===== src/rtl/uart_rx_mmio.sv =====
// uart_rx_mmio: memory-mapped UART receiver.
// Deserialises 8N1 frames from rx_serial into a small receive FIFO that load
// instructions in the MEM stage can read back with one cycle of latency.
// Optional feature macro: UART_RX_PARITY_EN. When it is defined, frames are
// 8E1 and a parity mismatch discards the byte and sets a sticky parity_err.
module uart_rx_mmio #(
  parameter int          CLKS_PER_BIT = 868,
  parameter int          FIFO_DEPTH   = 8,
  parameter logic [31:0] DATA_ADDR    = 32'hFFFF_0004,
  parameter logic [31:0] STATUS_ADDR  = 32'hFFFF_0008
) (
  input  logic        clk,
  input  logic        rst,
  input  logic        rx_serial,
  input  logic [31:0] addr,
  input  logic        load_en,
  output logic [31:0] read_data,
  output logic        rsp_hit,
  output logic        rx_ready
);

  localparam int CNT_W   = $clog2(CLKS_PER_BIT);
  localparam int PTR_W   = $clog2(FIFO_DEPTH);
  localparam int COUNT_W = $clog2(FIFO_DEPTH + 1);

  localparam logic [CNT_W-1:0]   HALF_CNT = CNT_W'(CLKS_PER_BIT / 2);
  localparam logic [CNT_W-1:0]   LAST_CNT = CNT_W'(CLKS_PER_BIT - 1);
  localparam logic [COUNT_W-1:0] FULL_CNT = COUNT_W'(FIFO_DEPTH);

  typedef enum logic [2:0] {
    ST_IDLE,
    ST_START,
    ST_DATA,
    ST_PARITY,
    ST_STOP
  } state_t;

  // ---------------------------------------------------------------------------
  // Input synchroniser and receive FSM
  // ---------------------------------------------------------------------------
  logic             rx_meta_reg;
  logic             rx_sync_reg;
  state_t           state_reg;
  state_t           state_next;
  logic [CNT_W-1:0] bit_cnt_reg;
  logic [2:0]       bit_idx_reg;
  logic [7:0]       shift_reg;

  // Control strobes decoded from the FSM state
  logic cnt_clear;
  logic idx_clear;
  logic shift_en;
  logic frame_push;
  logic frame_err_set;
`ifdef UART_RX_PARITY_EN
  logic parity_load;
  logic parity_mismatch;
  logic parity_bad_reg;
  logic parity_err_reg;
`endif
  logic parity_err;

  // Two-flop synchroniser; idles high so reset never looks like a start bit
  always_ff @(posedge clk) begin
    if (rst) begin
      rx_meta_reg <= 1'b1;
      rx_sync_reg <= 1'b1;
    end else begin
      rx_meta_reg <= rx_serial;
      rx_sync_reg <= rx_meta_reg;
    end
  end

  // FSM state register
  always_ff @(posedge clk) begin
    if (rst) begin
      state_reg <= ST_IDLE;
    end else begin
      state_reg <= state_next;
    end
  end

  // FSM next-state logic
  always_comb begin
    state_next = state_reg;
    case (state_reg)
      ST_IDLE: begin
        if (!rx_sync_reg) begin
          state_next = ST_START;
        end
      end
      ST_START: begin
        // A start bit that is high again at mid-bit was only a glitch
        if (bit_cnt_reg == HALF_CNT) begin
          state_next = rx_sync_reg ? ST_IDLE : ST_DATA;
        end
      end
      ST_DATA: begin
        if (bit_cnt_reg == LAST_CNT && bit_idx_reg == 3'd7) begin
`ifdef UART_RX_PARITY_EN
          state_next = ST_PARITY;
`else
          state_next = ST_STOP;
`endif
        end
      end
      ST_PARITY: begin
        if (bit_cnt_reg == LAST_CNT) begin
          state_next = ST_STOP;
        end
      end
      ST_STOP: begin
        if (bit_cnt_reg == LAST_CNT) begin
          state_next = ST_IDLE;
        end
      end
      default: state_next = ST_IDLE;
    endcase
  end

  // FSM output decode: counter control, sampling strobes and frame verdict
  always_comb begin
    cnt_clear     = 1'b0;
    idx_clear     = 1'b0;
    shift_en      = 1'b0;
    frame_push    = 1'b0;
    frame_err_set = 1'b0;
`ifdef UART_RX_PARITY_EN
    parity_load     = 1'b0;
    parity_mismatch = (^shift_reg) ^ rx_sync_reg;
`endif
    case (state_reg)
      ST_IDLE: begin
        cnt_clear = 1'b1;
      end
      ST_START: begin
        idx_clear = 1'b1;
        if (bit_cnt_reg == HALF_CNT) begin
          cnt_clear = 1'b1;
        end
      end
      ST_DATA: begin
        if (bit_cnt_reg == LAST_CNT) begin
          cnt_clear = 1'b1;
          shift_en  = 1'b1;
        end
      end
`ifdef UART_RX_PARITY_EN
      ST_PARITY: begin
        if (bit_cnt_reg == LAST_CNT) begin
          cnt_clear   = 1'b1;
          parity_load = 1'b1;
        end
      end
`endif
      ST_STOP: begin
        if (bit_cnt_reg == LAST_CNT) begin
          cnt_clear = 1'b1;
          if (rx_sync_reg) begin
`ifdef UART_RX_PARITY_EN
            frame_push = !parity_bad_reg;
`else
            frame_push = 1'b1;
`endif
          end else begin
            frame_err_set = 1'b1;
          end
        end
      end
      default: cnt_clear = 1'b1;
    endcase
  end

  // Bit-period counter, bit index and LSB-first shift register
  always_ff @(posedge clk) begin
    if (rst) begin
      bit_cnt_reg <= '0;
      bit_idx_reg <= '0;
      shift_reg   <= '0;
    end else begin
      bit_cnt_reg <= cnt_clear ? '0 : bit_cnt_reg + CNT_W'(1);
      if (idx_clear) begin
        bit_idx_reg <= '0;
      end else if (shift_en) begin
        bit_idx_reg <= bit_idx_reg + 3'd1;
      end
      if (shift_en) begin
        shift_reg <= {rx_sync_reg, shift_reg[7:1]};
      end
    end
  end

  // ---------------------------------------------------------------------------
  // Receive FIFO
  // ---------------------------------------------------------------------------
  logic [7:0]         fifo_mem [FIFO_DEPTH];
  logic [PTR_W-1:0]   wr_ptr_reg;
  logic [PTR_W-1:0]   rd_ptr_reg;
  logic [COUNT_W-1:0] count_reg;
  logic [COUNT_W-1:0] count_next;
  logic               fifo_empty;
  logic               fifo_full;
  logic               data_req;
  logic               status_req;
  logic               do_pop;
  logic               do_push;
  logic               overrun_set;

  assign fifo_empty = (count_reg == '0);
  assign fifo_full  = (count_reg == FULL_CNT);
  assign data_req   = load_en && (addr == DATA_ADDR);
  assign status_req = load_en && (addr == STATUS_ADDR);
  // A pop frees the slot in the same cycle, so push on full is legal then
  assign do_pop      = data_req && !fifo_empty;
  assign do_push     = frame_push && (!fifo_full || do_pop);
  assign overrun_set = frame_push && fifo_full && !do_pop;
  assign rx_ready    = !fifo_empty;

  // Next occupancy: simultaneous push and pop leave it unchanged
  always_comb begin
    count_next = count_reg;
    case ({do_push, do_pop})
      2'b10:   count_next = count_reg + COUNT_W'(1);
      2'b01:   count_next = count_reg - COUNT_W'(1);
      default: count_next = count_reg;
    endcase
  end

  // FIFO storage write port (no reset so it maps onto RAM)
  always_ff @(posedge clk) begin
    if (do_push) begin
      fifo_mem[wr_ptr_reg] <= shift_reg;
    end
  end

  // FIFO pointers and occupancy; pointers wrap naturally (power-of-2 depth)
  always_ff @(posedge clk) begin
    if (rst) begin
      wr_ptr_reg <= '0;
      rd_ptr_reg <= '0;
      count_reg  <= '0;
    end else begin
      if (do_push) begin
        wr_ptr_reg <= wr_ptr_reg + PTR_W'(1);
      end
      if (do_pop) begin
        rd_ptr_reg <= rd_ptr_reg + PTR_W'(1);
      end
      count_reg <= count_next;
    end
  end

  // ---------------------------------------------------------------------------
  // Sticky error flags and MMIO read response
  // ---------------------------------------------------------------------------
  logic        overrun_reg;
  logic        frame_err_reg;
  logic [31:0] status_word;

`ifdef UART_RX_PARITY_EN
  // Parity verdict for the current frame plus its sticky error flag
  always_ff @(posedge clk) begin
    if (rst) begin
      parity_bad_reg <= 1'b0;
      parity_err_reg <= 1'b0;
    end else begin
      if (state_reg == ST_START) begin
        parity_bad_reg <= 1'b0;
      end else if (parity_load) begin
        parity_bad_reg <= parity_mismatch;
      end
      if (parity_load && parity_mismatch) begin
        parity_err_reg <= 1'b1;
      end else if (status_req) begin
        parity_err_reg <= 1'b0;
      end
    end
  end
  assign parity_err = parity_err_reg;
`else
  assign parity_err = 1'b0;
`endif

  // Sticky overrun/framing flags: a new event beats a same-cycle status clear
  always_ff @(posedge clk) begin
    if (rst) begin
      overrun_reg   <= 1'b0;
      frame_err_reg <= 1'b0;
    end else begin
      if (overrun_set) begin
        overrun_reg <= 1'b1;
      end else if (status_req) begin
        overrun_reg <= 1'b0;
      end
      if (frame_err_set) begin
        frame_err_reg <= 1'b1;
      end else if (status_req) begin
        frame_err_reg <= 1'b0;
      end
    end
  end

  // Status register image as seen before this cycle's updates
  always_comb begin
    status_word       = 32'h0;
    status_word[0]    = !fifo_empty;
    status_word[1]    = fifo_full;
    status_word[2]    = overrun_reg;
    status_word[3]    = frame_err_reg;
    status_word[4]    = parity_err;
    status_word[15:8] = 8'(count_reg);
  end

  // Registered read response, aligned with the data-memory read latency
  always_ff @(posedge clk) begin
    if (rst) begin
      read_data <= 32'h0;
      rsp_hit   <= 1'b0;
    end else begin
      rsp_hit <= data_req || status_req;
      if (data_req) begin
        read_data <= fifo_empty ? 32'h0 : {23'b0, 1'b1, fifo_mem[rd_ptr_reg]};
      end else if (status_req) begin
        read_data <= status_word;
      end else begin
        read_data <= 32'h0;
      end
    end
  end

endmodule


===== config.mk =====
export PLATFORM = sky130hd
export DESIGN_NAME = uart_rx_mmio
export DESIGN_NICKNAME = d
export VERILOG_FILES = /design/src/rtl/uart_rx_mmio.sv
export SDC_FILE = /design/constraint.sdc
export NUM_CORES = 1
export LEC_CHECK = 0
export CAP_MARGIN = 20
export CORE_MARGIN = 2
export CORE_UTILIZATION = 50
export DETAILED_ROUTE_END_ITERATION = 10
export GPL_TIMING_DRIVEN = 1
export PLACE_DENSITY = 0.79
export REMOVE_ABC_BUFFERS = 1
export SYNTH_ARGS = -nofsm -noshare
export SYNTH_HDL_FRONTEND = slang
export SYNTH_SLANG_ARGS = --single-unit

===== constraint.sdc =====
create_clock -name clk -period 2.9 [get_ports clk]
set_input_delay 0.435 -clock clk [delete_from_list [all_inputs] [get_ports clk]]
set_output_delay 0.435 -clock clk [all_outputs]
set_load 0.05 [all_outputs]

==> impl_metrics.yaml, run 1 <==
status:
  outcome: "finished, final reports clean"
timing:
  slew_violations: 0
  min_period_ns: 2.72
  max_freq_mhz: 368
  worst_pin_slew_ns: 0.761
  finalCritPeriodShare_pct: 93.8
  hold_slack_ns: 0.428
  setup_viol: 0
  slew_headroom_pct: 49.2
  rsz0062_at_grt: "no"
  hold_violations: 0
  skew_ns: 0.00939
place:
  dp.cells: 553
  io_buffers: 49
  dp_hpwl_um: 6300
  placed_cell_area_um2: 5550
  place.gp.congestion: 0.838
min_path:
  min_path_type: "reg -> reg"
  holdPathStages: 1
clock_network:
  cts_setup_buffers: 0
  root_buffer: "clkbuf_8"
  htree_levels: 4
  cts_resized: 0
  cts_tree: "built"
  numCtsBuffers: 17
  clockBufferDepth: 2
  holdBufCountCts: 0
  clock_latency_ns: 0.52
  clkSlewWorstSetupHoldPaths_ns: 0.06
  clock_sinks: 118
finish:
  largest_register_ffs: 64
  nNetsFinal: 484
  antenna_cells: 0
  fin_area_um2: 6120
  drive_above_1_share_pct: 17.5
  num-fill-cells: 689
  syn2layout_area_growth_pct: 25.8
  finalNonFillerCells: 585
  multiInputGateArea_um2: 1730
  fin_util_pct: 63.8
  regArea_um2: 3000
synth:
  synth_seq_cells: 118
  synth_cell_types: 48
  synth_area_um2: 4870
  syn-mean-instance-area_um2: 13.5
  yosysSeqAreaShare_pct: 61.7
  synth_adder_area_share_pct: 2.31
  yosysWarnings: 0
  synthXorXnorAreaFrac_pct: 2.52
  yosys.area_share.simple_pct: 13.4
  synth_top_family_by_area: "simple AND/OR/NAND/NOR gates"
  synth-compound-area-share_pct: 4.04
  synth_enable_flop_cells: 64
  synthMuxAreaShare_pct: 11.5
  ys.flop_type: "edfxtp_1"
  synth-async-reset-ratio_pct: 0
  syn-instance-count: 361
pwr:
  internal_power_mw: 2.95
  power.density_nw_per_um2: 623
  p_clk_share_pct: 50.6
  pwr-share-comb_pct: 3.5
  seqPwrFrac_pct: 45.9
  ir_drop_v: 0.000352
  leakage_nw: 2.12
  switchingPower_mw: 0.861
  switching_share_pct: 22.6
job:
  maxCapViolations: 0
die:
  die_area_um2: 10500
  pin_count: 70
  rows: 36
  chipWidth_um: 103
  core-area_um2: 9590
  chipHeight_um: 103
  initial_core_util_pct: 50.7
grt:
  grt_overflow_total: 0
  grt_pass1_vias: 3068
  grt_use_total_pct: 19.8
  antenna_found_initial: 0
  grt_max_degree: 17
  grt_pass1_wl_um: 15200
worst_setup_path:
  endpoint_kind: "flop"
  worstRegToRegCells: 11
  crit_type: "reg -> reg"
  worstPathArrival_ns: 3.15
  critPathMaxFanout: 4
  worst_ep_required_time_ns: 3.33
  start_kind: "flop"
detailed_routing:
  wl_um: 9470
  drtPass1Iterations: 4
  drc: 0
  post_drt_wl_per_cell_um: 16.2
  ant_nets: 0
  drt-initial-drc-count: 163
  via_per_inst: 5.19
  via_count: 3039
-- Yosys cell counts, types with 2 or more instances --
cell / number / area, um2
nand2_1: 10 / 37.5
inv_1: 4 / 15.0
nor2_1: 41 / 154
a21oi_1: 11 / 55.1
nand4_1: 5 / 31.3
buf_4: 20 / 150
nor4b_1: 3 / 26.3
dfxtp_1: 54 / 1080
o21bai_1: 2 / 15.0
and2_1: 3 / 18.8
o2bb2ai_1: 4 / 35.0
buf_2: 3 / 15.0
xnor2_1: 8 / 70.1
nor2b_1: 2 / 12.5
clkbuf_1: 5 / 18.8
nand3b_1: 2 / 15.0
a211oi_1: 3 / 22.5
or3_1: 5 / 31.3
nor4_1: 4 / 25.0
or2_2: 3 / 18.8
and3_1: 5 / 31.3
edfxtp_1: 64 / 1920
xor2_1: 6 / 52.6
mux4_2: 16 / 360
o21ai_0: 7 / 35.0
nor3_1: 8 / 40.0
ha_1: 9 / 113
nand2b_1: 10 / 62.6
nand3_1: 5 / 25.0
mux2i_1: 20 / 200
nand4b_1: 2 / 17.5
-- cells in the final DEF (no fill, tap or decap), types with 6 or more instances in the layout --
master           instances
nand2_1                 10
xor2_1                   6
xnor2_1                  8
dfxtp_1                 54
nand2b_1                10
edfxtp_1                64
buf_4                   21
o21ai_0                  7
nor3_1                   8
mux2i_1                 20
nor2_1                  41
conb_1                  20
a21oi_1                 11
clkbuf_16               16
mux4_2                  16
clkdlybuf4s50_1         49
ha_1                     9
-- cell families after synthesis --
kind of cell,after synthesis
flip-flops,118
adder cells (fa/ha/maj),9
buffers and inverters,34
XOR/XNOR,14
AO/OA/AOI/OAI,31
AND/OR/NAND/NOR,118
multiplexers,36
other,1
-- metrics by stage --
stage	power, mW	setup TNS, ns	worst slack (ns)
finish	3.81	0	0.180
global route	3.93	0	0.0328
CTS	3.84	0	0.0898
detailed placement	1.92	-0.218	-0.164
global placement	1.91	-0.144	-0.130
floorplan	1.86	0	0.273
-- area by class of cell --
type | instances | area share [%]
clock inverters | 15 | 2.39
flip-flops and latches | 118 | 49.1
clock buffers | 17 | 6.77
well taps | 133 | 2.72
repair buffers | 70 | 10.6
multi-input cells | 228 | 28.2
inverters | 4 | 0.245
-- path summary, 6_finish.rpt --
kind                       start           end  slack [ns]
setup reg to reg  bit_cnt_reg[8]  count_reg[2]        0.18
hold reg to reg      rx_meta_reg   rx_sync_reg        0.43
hold / removal       rx_meta_reg   rx_sync_reg        0.43
setup / recovery  bit_cnt_reg[8]  count_reg[2]        0.18
-- power by group through the flow --
| stage | combinational, mW | sequential [mW] | clock (mW) |
|---|---|---|---|
| floorplan | 0.0703 | 1.78 | 0 |
| global placement | 0.129 | 1.79 | 0 |
| detailed placement | 0.131 | 1.79 | 0 |
| CTS | 0.132 | 1.75 | 1.95 |
| global route | 0.140 | 1.75 | 2.04 |
| finish | 0.132 | 1.75 | 1.93 |
-- metal layers --
layer  track usage (%)  part of all wire [%]  vias to the layer above
li1                  -                     -                     1460
met1              24.4                    41                     1480
met2              32.7                    52                       80
met3              5.83                   4.3                       19
met4              8.10                   1.9                        0
met5                 0                     0                        -
-- worst max-delay path, stage by stage, from the launching register on --
cell,delay (ns)
dfxtp_1,0.37
or3b_4,0.43
nor4b_2,0.26
and3_1,0.23
nand2_1,0.09
ha_1,0.23
xor2_1,0.15
ha_1,0.19
a21oi_1,0.14
xor2_1,0.10
or3_1,0.30
a21oi_1,0.15
(Power assumes the default switching activity.)
==> run 2: changes to the inputs <==
Clock period 2.9 ns to 3.1 ns, I/O delays scaled along.
==> impl_metrics.yaml, run 2 (synthesis results as in run 1) <==
clock_network:
  cts_setup_buffers: 0
  cts_resized: 0
  holdBufCountCts: 0
  clockBufferDepth: 2
  htree_levels: 4
  clock_latency_ns: 0.51
  numCtsBuffers: 17
  clkSlewWorstSetupHoldPaths_ns: 0.06
  clock_sinks: 118
  cts_tree: "built"
  root_buffer: "clkbuf_8"
die:
  pin_count: 70
  core-area_um2: 9590
  rows: 36
  die_area_um2: 10500
  initial_core_util_pct: 50.7
  chipHeight_um: 103
  chipWidth_um: 103
timing:
  rsz0062_at_grt: "no"
  slew_violations: 0
  slew_headroom_pct: 46.2
  hold_slack_ns: 0.408
  finalCritPeriodShare_pct: 91.1
  layout_setup_ws_ns: 0.275
  worst_pin_slew_ns: 0.805
  setup_viol: 0
  hold_violations: 0
  tns_ns: 0
  max_freq_mhz: 354
  skew_ns: 0.0134
  min_period_ns: 2.82
finish:
  largest_register_ffs: 64
  fin_util_pct: 63.5
  antenna_cells: 0
  final_common_cell: "edfxtp_1"
  drive_above_1_share_pct: 16.1
  syn2layout_area_growth_pct: 25.2
  mostFrequentLayoutCells: "edfxtp_1, dfxtp_1, clkdlybuf4s50_1"
  nNetsFinal: 478
worst_setup_path:
  cp_slowest_cell: "or3b_4"
  worstPathArrival_ns: 3.26
  crit_type: "reg -> reg"
  critPathMaxFanout: 4
  start_kind: "flop"
  cp_slowest_stage_delay_ns: 0.42
  endpoint_kind: "flop"
  path_cells: "or3b_4 > nor4b_1 > and3_1 > nand2_1 > ha_1 > xor2_1 > ha_1 > a21oi_1 > xor2_1 > or3_1 > a21oi_1"
  worst_ep_required_time_ns: 3.53
detailed_routing:
  drtPass1Iterations: 4
  ant_nets: 0
  via_count: 2970
  post_drt_wl_per_cell_um: 16.0
  drt-initial-drc-count: 127
  drc: 0
  via_per_inst: 5.13
  wl_um: 9250
pwr:
  power.density_nw_per_um2: 591
  power_mw: 3.60
  ir_drop_v: 0.000378
  leakage_nw: 2.11
grt:
  grt_pass1_wl_um: 14400
  grt_use_total_pct: 18.8
  grt_max_degree: 23
  grt_overflow_total: 0
  grt_pass1_vias: 2869
  antenna_found_initial: 0
status:
  outcome: "finished, final reports clean"
place:
  dp_slack_ns: -0.0137
  dp_hpwl_um: 6000
  io_buffers: 49
  place.gp.congestion: 0.791
job:
  maxCapViolations: 0
min_path:
  min_path_type: "reg -> reg"
[run 2: final cells by class]
class | count | area (um2)
clock buffer | 22 | 507
clock inverter | 10 | 78.8
fill | 707 | 3500
inverter | 4 | 15.0
multi-input combinational | 228 | 1720
sequential | 118 | 3000
tap | 133 | 166
timing repair buffer | 64 | 603
[run 2: power breakdown]
| part | total (mW) | switching [mW] | internal [mW] |
|---|---|---|---|
| Combinational | 0.121 | 0.0745 | 0.0464 |
| Clock | 1.85 | 0.689 | 1.16 |
| Sequential | 1.64 | 0.00299 | 1.63 |
| Total | 3.60 | 0.766 | 2.84 |
[run 2: worst max-delay path: cells and delay by family (launching register included)]
| kind | cells | cell delay, ns |
|---|---|---|
| simple gates | 5 | 1.44 |
| compound gates | 2 | 0.29 |
| fa+ha+maj | 2 | 0.41 |
| xor+xnor | 2 | 0.25 |
| flops | 1 | 0.37 |
[run 2: routing by layer]
layer  track usage, %  routed length (um)
met4             6.36                  76
met1             21.8                3780
met3             6.58                 405
met2             32.6                4990
met5                0                   0
[run 2: final timing paths]
check	startpoint	to	slack [ns]	depth (start not counted)
worst max-delay path	bit_cnt_reg[8]	count_reg[2]	0.28	11
worst min-delay path	rx_meta_reg	rx_sync_reg	0.41	1
worst max register to register	bit_cnt_reg[8]	count_reg[2]	0.28	11
worst min register to register	rx_meta_reg	rx_sync_reg	0.41	1
[run 2: stage by stage]
step	std cells	cell area, um2
2_1_floorplan	350	4740
3_3_place_gp	547	5510
3_5_place_dp	547	5510
4_1_cts	579	6090
5_1_grt	579	6090
6_report	579	6090
